$ cat config.mk
export PLATFORM = sky130hd
export DESIGN_NAME = pl_button_reader
export DESIGN_NICKNAME = d
export VERILOG_FILES = /design/src/rtl/pl_button_pkg.sv /design/src/rtl/pl_sync2.sv /design/src/rtl/pl_button_reader.sv
export SDC_FILE = /design/constraint.sdc
export NUM_CORES = 1
export LEC_CHECK = 0
export ABC_CLOCK_PERIOD_IN_PS = 3600
export BUFFER_PORTS_ARGS = -buffer_cell sky130_fd_sc_hd__buf_2
export CORE_AREA = 3 3 82 84
export CTS_CLUSTER_SIZE = 10
export DETAILED_ROUTE_END_ITERATION = 10
export DIE_AREA = 0 0 85 87
export HOLD_SLACK_MARGIN = 0.02
export PLACE_DENSITY = 0.77
export SLEW_MARGIN = 40
export SYNTH_ARGS = -nofsm -noshare
export SYNTH_HDL_FRONTEND = slang
export SYNTH_HIERARCHICAL = 1
export SYNTH_SLANG_ARGS = --single-unit
$ cat constraint.sdc
create_clock -name clk -period 3.6 [get_ports clk]
set_input_delay 0.18 -clock clk [delete_from_list [all_inputs] [get_ports clk]]
set_output_delay 0.18 -clock clk [all_outputs]
set_load 0.1 [all_outputs]
$ cat src/rtl/pl_button_pkg.sv
// Shared types and defaults for the PL push-button reader.
package pl_button_pkg;

   typedef enum logic [1:0] {
      IDLE         = 2'd0,
      PRESS_WAIT   = 2'd1,
      PRESSED      = 2'd2,
      RELEASE_WAIT = 2'd3
   } btn_state_t;

   localparam int unsigned FCLK0_HZ      = 50000000;
   localparam int unsigned DEBOUNCE_20MS = FCLK0_HZ / 50;
   localparam int unsigned HOLD_1S       = FCLK0_HZ;

   // Counter width able to hold the larger cycle count itself (hold counter saturates there).
   function automatic int unsigned cnt_width(input int unsigned a, input int unsigned b);
      int unsigned m;
      m = (a > b) ? a : b;
      if (m < 2) return 1;
      return $unsigned($clog2(m + 1));
   endfunction

endpackage

$ cat src/rtl/pl_sync2.sv
// Generic two-flop synchronizer with configurable reset value.
module pl_sync2 #(
   parameter bit RST_VAL = 1'b0
) (
   input  logic clk,
   input  logic reset_n,
   input  logic d,
   output logic q
);

   logic meta;

   always_ff @(posedge clk or negedge reset_n) begin
      if (!reset_n) begin
         meta <= RST_VAL;
         q    <= RST_VAL;
      end else begin
         meta <= d;
         q    <= meta;
      end
   end

endmodule

$ cat src/rtl/pl_button_reader.sv
// Debounces and classifies the MiniZed PL push-button (press/release/long-press events).
// Optional auto-repeat output enabled by defining PL_BTN_AUTOREPEAT_EN.
module pl_button_reader
   import pl_button_pkg::*;
#(
   parameter int unsigned DEBOUNCE_CYCLES = DEBOUNCE_20MS,
   parameter int unsigned LONG_CYCLES     = HOLD_1S,
   parameter int unsigned ACTIVE_HIGH     = 1,
   parameter int unsigned CNT_W           = 8
`ifdef PL_BTN_AUTOREPEAT_EN
   ,
   parameter int unsigned REPEAT_CYCLES   = 12500000
`endif
) (
   input  logic             clk,
   input  logic             reset_n,
   input  logic             btn_in,
   output logic             btn_level,
   output logic             press_pulse,
   output logic             release_pulse,
   output logic             long_press,
`ifdef PL_BTN_AUTOREPEAT_EN
   output logic             repeat_pulse,
`endif
   output logic [CNT_W-1:0] press_count
);

   localparam int unsigned CW = cnt_width(DEBOUNCE_CYCLES, LONG_CYCLES);
   localparam logic [CW-1:0] DEB_LAST  = CW'(DEBOUNCE_CYCLES - 1);
   localparam logic [CW-1:0] LONG_LAST = CW'(LONG_CYCLES - 1);
   localparam logic [CW-1:0] LONG_SAT  = CW'(LONG_CYCLES);

`ifdef PL_BTN_AUTOREPEAT_EN
   localparam int unsigned RW = cnt_width(REPEAT_CYCLES, REPEAT_CYCLES);
   localparam logic [RW-1:0] REP_LAST = RW'(REPEAT_CYCLES - 1);
   logic [RW-1:0] rep_cnt;
`endif

   generate
      if (DEBOUNCE_CYCLES < 2 || LONG_CYCLES <= DEBOUNCE_CYCLES) begin : g_bad_params
         $error("pl_button_reader: need DEBOUNCE_CYCLES >= 2 and LONG_CYCLES > DEBOUNCE_CYCLES");
      end
   endgenerate

   btn_state_t    state;
   logic [CW-1:0] deb_cnt;
   logic [CW-1:0] hold_cnt;
   logic          raw;
   logic          s;

   // Polarity fix ahead of the synchronizer so both flops reset to "not pressed".
   assign raw = btn_in ^ (ACTIVE_HIGH == 0);

   pl_sync2 #(
      .RST_VAL (1'b0)
   ) u_sync (
      .clk     (clk),
      .reset_n (reset_n),
      .d       (raw),
      .q       (s)
   );

   always_ff @(posedge clk or negedge reset_n) begin
      if (!reset_n) begin
         state         <= IDLE;
         deb_cnt       <= '0;
         hold_cnt      <= '0;
         btn_level     <= 1'b0;
         press_pulse   <= 1'b0;
         release_pulse <= 1'b0;
         long_press    <= 1'b0;
         press_count   <= '0;
`ifdef PL_BTN_AUTOREPEAT_EN
         rep_cnt       <= '0;
         repeat_pulse  <= 1'b0;
`endif
      end else begin
         press_pulse   <= 1'b0;
         release_pulse <= 1'b0;
         long_press    <= 1'b0;
`ifdef PL_BTN_AUTOREPEAT_EN
         repeat_pulse  <= 1'b0;
`endif
         case (state)
            IDLE: begin
               if (s) begin
                  deb_cnt <= '0;
                  state   <= PRESS_WAIT;
               end
            end

            PRESS_WAIT: begin
               if (!s) begin
                  state <= IDLE;
               end else if (deb_cnt == DEB_LAST) begin
                  state       <= PRESSED;
                  press_pulse <= 1'b1;
                  btn_level   <= 1'b1;
                  press_count <= press_count + CNT_W'(1);
                  hold_cnt    <= '0;
`ifdef PL_BTN_AUTOREPEAT_EN
                  rep_cnt     <= '0;
`endif
               end else begin
                  deb_cnt <= deb_cnt + CW'(1);
               end
            end

            PRESSED: begin
               // Saturation at LONG_CYCLES makes LONG_LAST a once-per-press value.
               if (hold_cnt != LONG_SAT) hold_cnt <= hold_cnt + CW'(1);
               if (hold_cnt == LONG_LAST) long_press <= 1'b1;
`ifdef PL_BTN_AUTOREPEAT_EN
               if (hold_cnt == LONG_SAT) begin
                  if (rep_cnt == REP_LAST) begin
                     repeat_pulse <= 1'b1;
                     rep_cnt      <= '0;
                  end else begin
                     rep_cnt <= rep_cnt + RW'(1);
                  end
               end
`endif
               if (!s) begin
                  deb_cnt <= '0;
                  state   <= RELEASE_WAIT;
               end
            end

            RELEASE_WAIT: begin
               if (s) begin
                  state <= PRESSED;
               end else if (deb_cnt == DEB_LAST) begin
                  state         <= IDLE;
                  btn_level     <= 1'b0;
                  release_pulse <= 1'b1;
`ifdef PL_BTN_AUTOREPEAT_EN
                  rep_cnt       <= '0;
`endif
               end else begin
                  deb_cnt <= deb_cnt + CW'(1);
               end
            end

            default: state <= IDLE;
         endcase
      end
   end

endmodule

==> flow_metrics.py <==
metrics = {
    "yosys": {
        "avgSynthCellArea_um2": 9.71,
        "synthMuxAreaShare_pct": 2.31,
        "ys_async_sr_fraction_pct": 100,
        "synth-simple-area-share_pct": 31.3,
        "syn_nets": 381,
        "netlist_instances": 374,
        "netlist_area_um2": 3630,
        "synth_compound_area_share_pct": 4.14,
        "yosysUniqueCellTypes": 47,
        "synth_ff_type": "dfrtp_1",
        "synth_top_family_by_area": "simple AND/OR/NAND/NOR gates",
        "synth_edf_count": 0,
        "synth_fa_ha_area_share_pct": 1.38,
        "ys_seq_area_share_pct": 46.9,
        "yosysWarnings": 6,
        "ys_ff_latch": 68,
        "synth_xor_area_share_pct": 10.6,
    },
    "final_layout": {
        "num-nets-final": 393,
        "syn2layout_area_growth_pct": 10.0,
        "drive_gt1_share_pct": 14.6,
        "diodes": 0,
        "final_cells": 466,
    },
    "route": {
        "dr_total_vias": 2838,
        "routed_wl_um": 7370,
        "avgRoutedWirePerCell_um": 15.8,
        "ant_nets": 0,
        "route.detailed.drc": 0,
        "firstDrtPassIters": 4,
        "routed_via_density": 6.09,
        "dr.first_iter.drc_count": 198,
    },
    "cts": {
        "clkTransAtPathRegs_ps": 70,
        "cts_tree": "yes",
        "cts-resized-gates": 0,
        "post_cts_buffers": 0,
        "clockBufferDepth": 2,
        "h-tree-depth": 3,
        "cts-root-buf": "clkbuf_8",
        "cts_buffers": 9,
        "clk_latency_ps": 350,
        "cts_sinks": 68,
    },
    "grt": {
        "grt_antenna_before_repair": 0,
        "gr-total-overflow": 0,
        "grt_pass1_vias": 2716,
        "grtUsageTotal_pct": 22.4,
        "grt_pass1_wl_um": 13100,
        "grt_max_degree": 30,
    },
    "power_and_ir_drop": {
        "p_leak_uw": 0.00180,
        "switching_share_pct": 23.0,
        "p_int_uw": 1180,
        "p_per_area_nw_per_um2": 382,
        "clkPwrFrac_pct": 45.2,
        "ir_drop_v": 0.000245,
        "power_uw": 1530,
        "switchingPower_uw": 352,
        "combPwrFrac_pct": 3.6,
        "pwr-share-seq_pct": 51.3,
    },
    "min_path": {
        "worstHoldEndpoint": "u_sync/q",
        "hp-class": "reg -> reg",
        "worstHoldStart": "u_sync/meta",
        "holdPathStages": 0,
    },
    "worst_setup_path": {
        "r2r_start": "deb_cnt[0]",
        "cp-end-kind": "flop",
        "cp-start-kind": "flop",
        "critPathKind": "reg -> reg",
        "r2r_end": "hold_cnt[11]",
        "crit_chain": "ha_1 > and3_2 > nand4_1 > nor3_2 > buf_4 > nor2_1",
        "critical_path.startpoint": "deb_cnt[0]",
        "reg2reg_slack_ps": 1330,
        "cp.required_ps": 3830,
        "path_max_fanout": 21,
        "cp.arrival_ps": 2500,
        "slowest_delay_ps": 560,
        "critPathSlowestCell": "nor3_2",
        "reg2reg_depth": 6,
    },
    "placement": {
        "io_buffers": 14,
        "placedCellCount": 448,
        "post-dp-hpwl_um": 5110,
        "gp_congestion": 0.855,
    },
    "floorplan": {
        "die_h_um": 87,
        "row_count": 28,
        "die_area_um2": 7400,
        "die_x_um": 85,
        "core_region_area_um2": 5990,
        "start_util_pct": 60.6,
        "ios": 15,
    },
    "sta": {
        "finalCriticalPeriod_ps": 2270,
        "rsz0062_at_grt": "no",
        "setup_violations": 0,
        "slew_violations": 0,
        "fin_crit_sh_pct": 62.9,
        "finClkSkew_ps": 6.31,
        "slew_headroom_pct": 43.8,
        "holdWs_ps": 365,
        "fin_setup_tns_ps": 0,
        "hold_viol_final": 0,
        "fmax_ghz": 0.441,
        "worst_pin_slew_ps": 835,
    },
    "outcome": {
        "status": "finished, final reports clean",
    },
    "run": {
        "cap_violations": 0,
    },
}
[power by group through the flow]
| stage | combinational [uW] | clock (uW) | sequential, uW |
|---|---|---|---|
| floorplan | 26.8 | 0 | 796 |
| global placement | 51.2 | 0 | 798 |
| detailed placement | 53.1 | 0 | 798 |
| CTS | 55.0 | 701 | 783 |
| global route | 63.0 | 739 | 785 |
| finish | 54.3 | 691 | 783 |
[cells by family (layout without fill, tap and decap cells)]
family                   Yosys count  in the layout
AND/OR/NAND/NOR                  201            201
flip-flops                        68             68
XOR/XNOR                          44             44
buffers and inverters             28             45
AO/OA/AOI/OAI                     21             21
multiplexers                       8              8
adder cells (fa/ha/maj)            4              4
[flip-flops by register name, indices dropped and copies added, names as in the netlist, named ones only]
register and flops:
btn_level 1, deb_cnt 26, hold_cnt 26, long_press 1, press_count 8, press_pulse 1, release_pulse 1, state 1
u_sync/meta 1, u_sync/q 1
[critical path: cells and delay by family, from the launching register on]
kind / cells / cell delay [ps]
fa+ha+maj: 1 / 220
simple gates: 4 / 1150
flops: 1 / 420
buf+inv: 1 / 350
[cell type report]
class,instances,area [um2]
Multi-Input combinational cell,278,1820
Tap cell,75,93.8
Clock inverter,7,91.3
Sequential cell,68,1700
Clock buffer,9,124
Inverter,7,26.3
Timing Repair Buffer,22,135
Fill cell,478,2000
[layer usage]
layer	part of all wire, %	global-route usage (%)
met1	49	31.9
met2	45	33.3
met3	4.7	3.78
met4	1.9	10.5
met5	0	0
[timing repair]
| action | 4_1_cts | 5_1_grt |
|---|---|---|
| endpoints found under the setup margin | 0 | 0 |
| hold buffers | 2 | 0 |
| hold endpoints to repair | 28 | 0 |
[metrics by stage]
stage	setup slack, ps	utilization (%)	instance area [um2]
2_1_floorplan	1630	-	3630
3_3_place_gp	1380	62.4	3740
3_5_place_dp	1310	62.5	3740
4_1_cts	1300	66.4	3980
5_1_grt	1080	66.7	4000
6_report	1330	66.7	4000
[cell usage in the layout, fill, tap and decap left out, drive strengths merged]
master,synthesis,final
nor4b,7,7
dlygate4sd3,0,2
and3,8,8
xor2,27,27
ha,4,4
a22o,4,4
o31ai,1,1
clkinvlp,0,1
nor3b,1,1
nand2,46,46
nand4,23,23
nand3,23,23
clkbuf,9,9
nand4bb,1,1
or2,1,1
nand2b,1,1
and4b,1,1
o221ai,4,4
and2,2,2
nand4b,2,2
nand3b,3,3
inv,7,7
xnor2,17,17
clkinv,0,4
mux2i,5,5
bufinv,0,2
nor4,21,21
and3b,1,1
or4,4,4
buf,12,20
nor3,7,7
o21ai,6,6
or3,2,2
a31oi,2,2
o211ai,4,4
dfrtp,68,68
mux2,3,3
and4,5,5
nor2,42,42
[cells in the mapped netlist (3+ instances only)]
cell,number,share of area (%)
nand4_2,3,1.0
mux2i_1,5,1.4
o21ai_0,5,0.69
nand3b_1,3,0.62
o211ai_1,4,0.83
nor4b_1,6,1.4
ha_1,4,1.4
nand4_1,20,3.4
or4_1,3,0.62
nor4_1,17,2.9
nand3_1,22,3.0
clkbuf_1,7,0.72
xor2_1,27,6.5
and4_1,5,1.2
dfrtp_1,68,47
nor4_2,3,1.0
nand2_1,46,4.8
and3_1,7,1.2
nor3_1,6,0.83
xnor2_1,17,4.1
mux2_2,3,0.93
inv_1,7,0.72
o221ai_1,4,0.96
nor2_1,42,4.3
buf_2,11,1.5
a22o_1,4,0.96
[worst max-delay path by stage]
stage	endpoint	slack, ps	depth (start not counted)
floorplan	press_count[7]	1630	5
finish	hold_cnt[11]	1330	6
CTS	deb_cnt[3]	1300	6
detailed placement	deb_cnt[3]	1310	6
global placement	deb_cnt[3]	1380	6
global route	hold_cnt[17]	1080	6
No activity file was read; power rests on OpenSTA's default activity.
